File: config.mk
export PLATFORM = sky130hd
export DESIGN_NAME = trng_ctrl
export DESIGN_NICKNAME = d
export VERILOG_FILES = /design/src/rtl/trng_ctrl.sv
export SDC_FILE = /design/constraint.sdc
export NUM_CORES = 1
export LEC_CHECK = 0
export BUFFER_PORTS_ARGS = -buffer_cell sky130_fd_sc_hd__buf_2
export CORE_ASPECT_RATIO = 1.25
export CORE_UTILIZATION = 40
export CTS_CLUSTER_DIAMETER = 200
export DETAILED_ROUTE_END_ITERATION = 8
export PLACE_DENSITY = 0.7
export SYNTH_ARGS = -nofsm -noshare
export SYNTH_HDL_FRONTEND = slang
export SYNTH_SLANG_ARGS = --single-unit
File: constraint.sdc
create_clock -name clk -period 9.19 [get_ports clk]
set_input_delay 2.757 -clock clk [delete_from_list [all_inputs] [get_ports clk]]
set_output_delay 2.757 -clock clk [all_outputs]
set_load 0.02 [all_outputs]
File: src/rtl/trng_ctrl.sv
`default_nettype none
// ==========================================================================
// trng_ctrl: warm-up discard, repetition-count health test and stream delivery
// for the 32-bit TRNG collector. Option macro: TRNG_CTRL_WHITEN_EN.
// Revision: 1.0
// ==========================================================================
module trng_ctrl #(
  parameter int WARMUP_WORDS = 4,
  parameter int RCT_LIMIT    = 3,
  parameter int CNT_W        = 8
) (
  input  logic             clk,
  input  logic             rst,
  input  logic             start,
  input  logic             stop,
  input  logic [CNT_W-1:0] num_words,
  input  logic             clear_fail,
  output logic             core_enable,
  input  logic [31:0]      core_data,
  input  logic             core_valid,
  output logic [31:0]      out_data,
  output logic             out_valid,
  input  logic             out_ready,
  output logic             busy,
  output logic             health_fail,
  output logic [CNT_W-1:0] words_left
);

  localparam int WC_W = $clog2(WARMUP_WORDS + 1);
  localparam int RC_W = $clog2(RCT_LIMIT + 1);

  localparam logic [WC_W-1:0]  C_WARM_LAST = WC_W'(WARMUP_WORDS - 1);
  localparam logic [RC_W-1:0]  C_RCT_MAX   = RC_W'(RCT_LIMIT);
  localparam logic [RC_W-1:0]  C_RCT_ONE   = RC_W'(1);
  localparam logic [CNT_W-1:0] C_CNT_ONE   = CNT_W'(1);

  localparam logic [2:0] S_IDLE    = 3'd0;
  localparam logic [2:0] S_WARMUP  = 3'd1;
  localparam logic [2:0] S_COLLECT = 3'd2;
  localparam logic [2:0] S_HOLD    = 3'd3;
  localparam logic [2:0] S_FAIL    = 3'd4;

  logic [2:0]       state_q, state_d;
  logic [WC_W-1:0]  warm_cnt_q, warm_cnt_d;
  logic [RC_W-1:0]  rep_cnt_q, rep_cnt_d;
  logic [31:0]      prev_raw_q, prev_raw_d;
  logic             stop_pend_q, stop_pend_d;
  logic [CNT_W-1:0] words_left_q, words_left_d;
  logic [31:0]      out_data_q, out_data_d;
  logic             out_valid_q, out_valid_d;
  logic             busy_q, busy_d;
  logic             core_enable_q, core_enable_d;
  logic             health_fail_q, health_fail_d;

  logic             raw_repeat;
  logic [RC_W-1:0]  rep_next;
  logic             health_ok;
  logic             handshake;
  logic [31:0]      deliver_word;

  assign handshake  = out_valid_q & out_ready;
  assign raw_repeat = (core_data == prev_raw_q);
  assign rep_next   = !raw_repeat ? C_RCT_ONE :
                      (rep_cnt_q >= C_RCT_MAX) ? C_RCT_MAX : rep_cnt_q + 1'b1;
  assign health_ok  = !(raw_repeat && (rep_next >= C_RCT_MAX));

`ifdef TRNG_CTRL_WHITEN_EN
  // Each delivered word is chained onto the previous one; health test stays on raw data.
  logic [31:0] last_q;
  assign deliver_word = core_data ^ last_q;

  always_ff @(posedge clk or posedge rst) begin
    if (rst) begin
      last_q <= '0;
    end else if (handshake) begin
      last_q <= out_data_q;
    end
  end
`else
  assign deliver_word = core_data;
`endif

  always_ff @(posedge clk or posedge rst) begin
    if (rst) begin
      state_q       <= S_IDLE;
      warm_cnt_q    <= '0;
      rep_cnt_q     <= '0;
      prev_raw_q    <= '0;
      stop_pend_q   <= 1'b0;
      words_left_q  <= '0;
      out_data_q    <= '0;
      out_valid_q   <= 1'b0;
      busy_q        <= 1'b0;
      core_enable_q <= 1'b0;
      health_fail_q <= 1'b0;
    end else begin
      state_q       <= state_d;
      warm_cnt_q    <= warm_cnt_d;
      rep_cnt_q     <= rep_cnt_d;
      prev_raw_q    <= prev_raw_d;
      stop_pend_q   <= stop_pend_d;
      words_left_q  <= words_left_d;
      out_data_q    <= out_data_d;
      out_valid_q   <= out_valid_d;
      busy_q        <= busy_d;
      core_enable_q <= core_enable_d;
      health_fail_q <= health_fail_d;
    end
  end

  always_comb begin
    state_d      = state_q;
    warm_cnt_d   = warm_cnt_q;
    rep_cnt_d    = rep_cnt_q;
    prev_raw_d   = prev_raw_q;
    stop_pend_d  = stop_pend_q;
    words_left_d = words_left_q;
    out_data_d   = out_data_q;
    case (state_q)
      S_IDLE: begin
        if (start && !stop) begin
          state_d      = S_WARMUP;
          words_left_d = num_words;
          warm_cnt_d   = '0;
          rep_cnt_d    = '0;
          stop_pend_d  = 1'b0;
        end
      end
      S_WARMUP, S_COLLECT: begin
        if (stop) begin
          state_d = S_IDLE;
        end else if (core_valid) begin
          rep_cnt_d  = rep_next;
          prev_raw_d = core_data;
          if (!health_ok) begin
            state_d = S_FAIL;
          end else if (state_q == S_WARMUP) begin
            warm_cnt_d = warm_cnt_q + 1'b1;
            if (warm_cnt_q == C_WARM_LAST) state_d = S_COLLECT;
          end else begin
            out_data_d = deliver_word;
            state_d    = S_HOLD;
          end
        end
      end
      S_HOLD: begin
        if (stop) stop_pend_d = 1'b1;
        if (out_ready) begin
          // words_left of zero marks continuous mode and is never decremented.
          if (words_left_q != '0) words_left_d = words_left_q - 1'b1;
          if ((words_left_q == C_CNT_ONE) || stop_pend_q || stop) begin
            state_d     = S_IDLE;
            stop_pend_d = 1'b0;
          end else begin
            state_d = S_COLLECT;
          end
        end
      end
      S_FAIL: begin
        if (clear_fail) begin
          state_d   = S_IDLE;
          rep_cnt_d = '0;
        end
      end
      default: state_d = S_IDLE;
    endcase
  end

  always_comb begin
    core_enable_d = (state_d == S_WARMUP) || (state_d == S_COLLECT);
    busy_d        = (state_d == S_WARMUP) || (state_d == S_COLLECT) || (state_d == S_HOLD);
    out_valid_d   = (state_d == S_HOLD);
    health_fail_d = (state_d == S_FAIL);
  end

  assign core_enable = core_enable_q;
  assign out_data    = out_data_q;
  assign out_valid   = out_valid_q;
  assign busy        = busy_q;
  assign health_fail = health_fail_q;
  assign words_left  = words_left_q;

endmodule
`default_nettype wire

# Yosys cells after proc, flatten, opt, wreduce, memory -nomap -nowiden
# Cells that the tools add are included.
word_totals:
  ff_bits: 85
  word_cells: 89
op_classes:
  n_addsub: 3
  n_lt_le_gt_ge: 2
  eq_ne: 19
  mux: 32
  n_bitwise: 3
  n_reduce_logical: 19
op_table:
  columns: ["operator", "count"]
  rows:
  - ["2-to-1 mux 3 bit", 13]
  - ["equality test 32 bit", 1]
  - ["2-to-1 mux 8 bit", 3]
  - ["!= test 2 bit (second input constant)", 8]
  - ["case mux 8 bit (2 select lines)", 1]
  - ["equality test 3 x 2 -> 1 bit (second input constant)", 5]
  - ["2-to-1 mux 2 bit", 7]
  - ["case mux 3 bit (4 select lines)", 1]
  - ["AND reduction 5 bit", 2]
  - ["equality test 8 x 1 -> 1 bit (second input constant)", 1]
  - ["nonzero test 8 bit", 1]
  - ["subtractor 8 x 1 -> 8 bit (second input constant)", 1]
  - ["equality test 3 x 1 -> 1 bit (second input constant)", 2]
  - ["equality test 3 bit (second input constant)", 2]
  - ["case mux 2 bit (3 select lines)", 1]
  - ["case mux 3 bit (2 select lines)", 1]
  - ["AND reduction 6 bit", 1]
  - [">= comparator 2 bit (second input constant)", 2]
  - ["logical OR 1 bit", 4]
  - ["2-to-1 mux 1 bit", 4]
  - ["AND reduction 4 bit", 1]
  - ["nonzero test 2 bit", 2]
  - ["adder 3 x 1 -> 3 bit (second input constant)", 1]
  - ["zero test 3 bit", 1]
  - ["other kinds (9)", 12]

# Depth between registers and ports, before layout
# Gate-level depths: netlist of the first run.
logic_depth:
  ltp_word: 12
  mapped_depth: 7

# Worst setup path before layout of the first run
# Ideal clock, no wire load.
synth_path:
  path_type: "input to register"
  from: "in core_data[5]"
  to: "reg out_data_q[10] (netlist: out_data[10])"
  setup_ns: 0.125
  arrival_ns: 4.179
  slack_ns: 4.886
  stages: 7
  path_buffers: 2
  cell_sequence: "xor2_1 > nor4_1 > and4_1 > buf_2 > a31oi_4 > buf_6 > mux2_4"
synth_between:
  elab_chain_cells: 6
synth_rtl:
  columns: ["element", "line_no", "source"]
  rows:
  - ["start, declared", "19", "input logic [31:0] core_data,"]
  - ["equality test 32 bit *", "62", "assign raw_repeat = (core_data == prev_raw_q);"]
  - ["2-to-1 mux 2 bit", "63", "assign rep_next = !raw_repeat ? C_RCT_ONE :"]
  - [">= comparator 2 bit", "65", "assign health_ok = !(raw_repeat && (rep_next >= C_RCT_MAX));"]
  - ["logical AND 1 bit *", "65", null]
  - ["inverter 1 bit (no line) *", null, null]
  - ["AND reduction 5 bit (no line) *", null, null]
  - ["end signal, assigned", "103", "out_data_q <= out_data_d;"]
  - ["end, declared", "49", "logic [31:0] out_data_q, out_data_d;"]
# Every way passes the cells marked *; elsewhere a longest branch is shown, timed or not.
# A chain may end at the register's enable or synchronous reset.

# Final worst setup path of the first run
layout_path:
  from: "in stop"
  to: "reg out_data_q[30] (netlist: out_data[30])"
layout_between:
  elab_chain_cells: 2
layout_rtl:
  columns: ["element", "line_no", "source"]
  rows:
  - ["start, declared", "15", "input logic stop,"]
  - ["inverter 1 bit (no line)", null, null]
  - ["AND reduction 5 bit (no line)", null, null]
# No other way between the ends.

==> results.txt, run 1 <==
Hold Crit Depth: 1
cell area power density: 341 nW/µm²
worst reg2reg path depth: 7
Setup TNS: 0 ns
clk sink count: 85
cts repair resizes: 0
Top Ports: 91
Setup CP Type: primary input to flip-flop
status: complete, no violations
dpl cells: 546
first-pass iteration count of the detailed router: 4
LEAKAGE: 2.32 nW
routability cong.: 0.813
period utilization: 54.1%
Post-Syn Nets: 388
CTS tree: done
CTS HTree Levels: 3
commonest non-fill, non-tap cell in the layout: buf_2
Slew headroom: 27.9%
Routed WL: 8.20 mm
hold_sp: out_data[27]$_DFFE_PP0P_
gr ovfl total: 0
Hold Path Class: flip-flop to flip-flop
Yosys reg bits: 85
initial antenna violation count: 0
clk_skew: 0.00855 ns
drt via density: 5.17
synth-to-layout area growth: 20.5%
Non-Filler Instances: 562
post-layout min period: 4.97 ns
yosys warns: 0
gr usage total: 16.3%
r2r startpoint: state_q[0]$_DFF_PP0_
arrival time at the worst endpoint: 5.20 ns
R2R setup slack: 6.14 ns
Most Frequent Cell on Critical Path: buf_4
layout cell share with drive strength beyond 1: 41.6%
Synth Cell Area: 4150 µm²
worst vdd rail ir drop: 0.176 mV
max-cap viol count: 0
Top Family by Delay on Critical Path: buffers and inverters
Sw Share: 35.9%
P_int: 0.00109 W
die area: 10800 µm²
Setup crit start: stop
Clk pwr share: 21.1%
DR DRC count: 0
Synth cell types: 43
vias in the first global route: 2874
filler cell count: 904
initial detailed-routing violation count: 121
reg2reg end: out_data[30]$_DFFE_PP0P_
syn avg cell area: 12.3 µm²
setup violators final: 0
ANT nets after route: 0
CTS Hold Buffers Added: 0
Skew-Pair Late Insertion Delay: 0.34 ns
FFs w/ async S/R, synth: 100%
CP endpoint kind: flip-flop
clock buffer depth: 2
unrepaired setup endpoints after global routing: no
CP Depth: 8
Final nets: 479
area of the multi-input gates: 1900 µm²
CP max-delay cell: a31oi_4
post-synthesis instance total: 337
Comb power frac: 39.2%
hold endpoint: out_data[27]$_DFFE_PP0P_
register area: 2130 µm²
max-slew violation count: 0
Seq/Total Area, Yosys: 51.3%
Flop pwr share: 39.7%
Avg WL per Cell: 14.6 µm
CP bufs+invs: 3
slowest stage delay, CP: 0.57 ns
detailed placement HPWL: 5.75 mm
largest net degree at the start of global routing: 86
FP Rows: 41
clk root buf: clkbuf_16
Post-CTS Setup Inserts: 0
Worst Path Required: 9.41 ns
Port Buffer Count: 90
total net switching power: 0.000612 W
Final Hold Vio Count: 0
Slew @ Worst Pin: 1.08 ns
clk slew on worst S/H paths: 0.07 ns
FMAX: 201 MHz
vias: 2907
worst-path cell chain: buf_2 -> nand2b_1 -> nor3_4 -> buf_4 -> nand2_2 -> a31oi_4 -> buf_4 -> mux2_2
Post-synth EDFFs: 0
CTS buffer count: 9
most frequent cells in the layout: buf_2, dfrtp_1, mux2_2
Synth Flop Type: dfrtp_1
crit path max fanout: 37
startpoint types: primary input
chip width: 93.1 µm
Starting Density: 41.0%
Core ar.: 10100 µm²
Die H: 116 µm
ant diodes: 0
first-pass GRT wire length: 13.7 mm
[metal layers]
layer	share of wire, %	vias up	track usage, %
met1	45	1416	21.8
met5	0	-	0
li1	-	1389	-
met2	47	90	25.5
met4	1.9	0	6.46
met3	5.3	12	4.07
[power by group through the flow]
stage                     clock [W]  sequential [W]  combinational (W)
after floorplan                   0        0.000771           0.000402
after global placement            0        0.000675           0.000660
after detailed placement          0        0.000684           0.000675
after CTS                  0.000370        0.000681           0.000677
after global routing       0.000386        0.000707           0.000728
final                      0.000359        0.000678           0.000669
[final cells by class]
cell class	instances	share of cell area, %
Tap cell	129	3.23
Clock buffer	9	4.51
Sequential cell	85	42.6
Timing Repair Buffer	93	9.47
Inverter	11	0.851
Multi-Input combinational cell	228	37.9
Clock inverter	7	1.43
[cell families after synthesis]
kind of cell / Yosys count / synth area share [%]
compound gates: 52 / 7.72
flops: 85 / 51.3
fa+ha+maj: 4 / 1.21
buf+inv: 24 / 3.02
xor+xnor: 33 / 6.97
simple gates: 75 / 9.80
mux: 64 / 20.0
[sequential cells by signal, indices dropped and copies added (netlist names)]
signal	count
out_data	32
prev_raw_q	32
words_left	8
state_q	3
warm_cnt_q	3
rep_cnt_q	2
busy	1
core_enable	1
health_fail	1
out_valid	1
stop_pend_q	1
[through the flow]
| stage | util (%) | hold WS [ns] | setup WS [ns] | instance area [µm²] | power (W) |
|---|---|---|---|---|---|
| CTS | 49.4 | 0.507 | 4.19 | 5000 | 0.00173 |
| floorplan | - | 0.457 | 4.24 | 4150 | 0.00117 |
| finish | 49.4 | 0.504 | 4.22 | 5000 | 0.00171 |
| global placement | 46.5 | 0.484 | 3.92 | 4700 | 0.00134 |
| global route | 49.4 | 0.522 | 4.10 | 5000 | 0.00182 |
| detailed placement | 46.5 | 0.488 | 3.84 | 4700 | 0.00136 |
[Yosys cell counts (all sizes together) (4+ instances only)]
| cell | instances | area, µm² |
|---|---|---|
| nor3 | 6 | 46.3 |
| nand3 | 5 | 25.0 |
| o21ai | 17 | 85.1 |
| xor2 | 32 | 280 |
| nor4 | 10 | 62.6 |
| inv | 11 | 41.3 |
| a21oi | 14 | 70.1 |
| and3 | 4 | 25.0 |
| dfrtp | 85 | 2130 |
| nand2 | 10 | 40.0 |
| ha | 4 | 50.1 |
| buf | 11 | 76.3 |
| nor2 | 22 | 82.6 |
| mux2 | 64 | 830 |
| a31oi | 9 | 71.3 |
| nand4 | 6 | 37.5 |
[worst register-to-register path, stage by stage (launching register included)]
cell and delay (ns):
dfrtp_1 0.58, xnor2_1 0.20, nor3_4 0.19, buf_4 0.44
nand2_2 0.11, a31oi_4 0.57, buf_4 0.47, mux2_2 0.39
[how the worst max path moves through the flow]
stage	end	slack (ns)
2_1_floorplan	busy$_DFF_PP0_	4.24
3_3_place_gp	out_data[30]$_DFFE_PP0P_	3.92
3_5_place_dp	out_data[30]$_DFFE_PP0P_	3.84
4_1_cts	out_data[28]$_DFFE_PP0P_	4.19
5_1_grt	out_data[28]$_DFFE_PP0P_	4.10
6_report	out_data[30]$_DFFE_PP0P_	4.22
No activity file was read; power rests on OpenSTA's default activity.
==> run 2, diff against run 1 <==
--- a/config.mk
+++ b/config.mk
@@ -10,7 +10,7 @@
 export CORE_UTILIZATION = 40
 export CTS_CLUSTER_DIAMETER = 200
 export DETAILED_ROUTE_END_ITERATION = 8
-export PLACE_DENSITY = 0.7
+export PLACE_DENSITY = 0.72
 export SYNTH_ARGS = -nofsm -noshare
 export SYNTH_HDL_FRONTEND = slang
 export SYNTH_SLANG_ARGS = --single-unit
==> constraint.sdc (replaced) <==
create_clock -name clk -period 4.3 [get_ports clk]
set_input_delay 1.29 -clock clk [delete_from_list [all_inputs] [get_ports clk]]
set_output_delay 1.29 -clock clk [all_outputs]
set_load 0.02 [all_outputs]
==> results.txt, run 2 (synthesis results as in run 1) <==
status: complete, no violations
max-slew violation count: 0
cts repair resizes: 0
ant diodes: 0
setup violators final: 0
arrival time at the worst endpoint: 3.50 ns
Slew @ Worst Pin: 1.09 ns
cell area power density: 727 nW/µm²
Final Hold Vio Count: 0
gr ovfl total: 0
detailed placement HPWL: 5.98 mm
FP Rows: 41
routability cong.: 0.808
Hold Path Class: flip-flop to flip-flop
slowest stage delay, CP: 0.57 ns
worst vdd rail ir drop: 0.376 mV
gr usage total: 16.5%
Final nets: 480
LEAKAGE: 2.31 nW
chip width: 93.1 µm
Slew headroom: 27.3%
Skew-Pair Late Insertion Delay: 0.34 ns
Port Buffer Count: 90
CP endpoint kind: flip-flop
Starting Density: 41.0%
clk root buf: clkbuf_16
crit path max fanout: 24
first-pass GRT wire length: 13.6 mm
CTS Hold Buffers Added: 0
dpl cells: 547
clk slew on worst S/H paths: 0.06 ns
CP bufs+invs: 2
Core ar.: 10100 µm²
first-pass iteration count of the detailed router: 4
CP max-delay cell: nor4_1
DR DRC count: 0
period utilization: 76.4%
max-cap viol count: 0
startpoint types: primary input
layout cell share with drive strength beyond 1: 40.6%
post-layout min period: 3.28 ns
drt via density: 5.15
Worst Path Required: 4.52 ns
clock buffer depth: 2
initial antenna violation count: 0
Routed WL: 8.27 mm
commonest non-fill, non-tap cell in the layout: buf_2
Non-Filler Instances: 562
Post-CTS Setup Inserts: 0
clk sink count: 85
worst-path cell chain: buf_2 -> xor2_1 -> nor4_1 -> and4_1 -> a31oi_4 -> buf_12 -> mux2_4
Avg WL per Cell: 14.7 µm
synth-to-layout area growth: 20.4%
unrepaired setup endpoints after global routing: no
Setup TNS: 0 ns
vias: 2897
most frequent cells in the layout: buf_2, dfrtp_1, mux2_2
Setup CP Type: primary input to flip-flop
ANT nets after route: 0
die area: 10800 µm²
CTS buffer count: 9
vias in the first global route: 2829
Top Family by Delay on Critical Path: simple AND/OR/NAND/NOR gates
initial detailed-routing violation count: 101
Top Ports: 91
clk_skew: 0.00461 ns
Die H: 116 µm
CTS tree: done
CTS HTree Levels: 3
largest net degree at the start of global routing: 57
FMAX: 305 MHz
[run 2: changes by cell type in the layout (fill, tap and decap cells not counted), sizes merged]
| cell | delta |
|---|---|
| clkbuf | +4 |
| clkinv | -2 |
| buf | +1 |
| inv | -3 |
[run 2: worst min-delay path: stages, from the launching register on]
cell	delay [ns]
dfrtp_1	0.33
o21ai_0	0.08
nand2_1	0.06
[run 2: worst paths after layout]
path	end	slack, ns	startpoint	cells after the start
worst min register to register	stop_pend_q$_DFFE_PP0P_	0.50	stop_pend_q$_DFFE_PP0P_	2
worst max-delay path	out_data[24]$_DFFE_PP0P_	1.02	core_data[8]	7
worst max register to register	out_data[24]$_DFFE_PP0P_	1.72	prev_raw_q[8]$_DFFE_PP0P_	6
worst min-delay path	stop_pend_q$_DFFE_PP0P_	0.50	stop_pend_q$_DFFE_PP0P_	2
max in group asynchronous	out_data[0]$_DFFE_PP0P_	2.40	rst	3
min in group asynchronous	out_data[26]$_DFFE_PP0P_	1.11	rst	2
[run 2: stage by stage]
| stage | util (%) | area, µm² | power, W | hold WS [ns] | setup WS, ns |
|---|---|---|---|---|---|
| finish | 49.4 | 4990 | 0.00363 | 0.500 | 1.02 |
| global route | 49.4 | 4990 | 0.00387 | 0.521 | 0.993 |
| CTS | 49.4 | 4990 | 0.00367 | 0.494 | 1.08 |
| detailed placement | 46.7 | 4720 | 0.00292 | 0.483 | 0.742 |
| global placement | 46.7 | 4720 | 0.00286 | 0.473 | 0.786 |
| floorplan | - | 4150 | 0.00251 | 0.457 | 0.817 |
[run 2: where the power goes]
part	internal [W]	leakage (nW)	total (W)	switching [W]
combinational	0.000712	1.14	0.00145	0.000737
clock	0.000446	0.134	0.000732	0.000285
sequential	0.00118	1.04	0.00145	0.000271
total	0.00234	2.31	0.00363	0.00129
[run 2: final cells by class]
type	count	area (µm²)
fillers	875	5110
flip-flops and latches	85	2130
multi-input cells	228	1900
repair buffers	94	493
clock buffers	13	240
well taps	129	161
inverters	11	42.5
clock inverters	2	35.0
[run 2: routing by layer]
metal	share of wire (%)	track usage (%)	up-vias
met5	0	0	-
met3	5.5	4.20	13
met1	44	20.5	1409
li1	-	-	1387
met4	2.3	7.79	0
met2	48	27.2	88
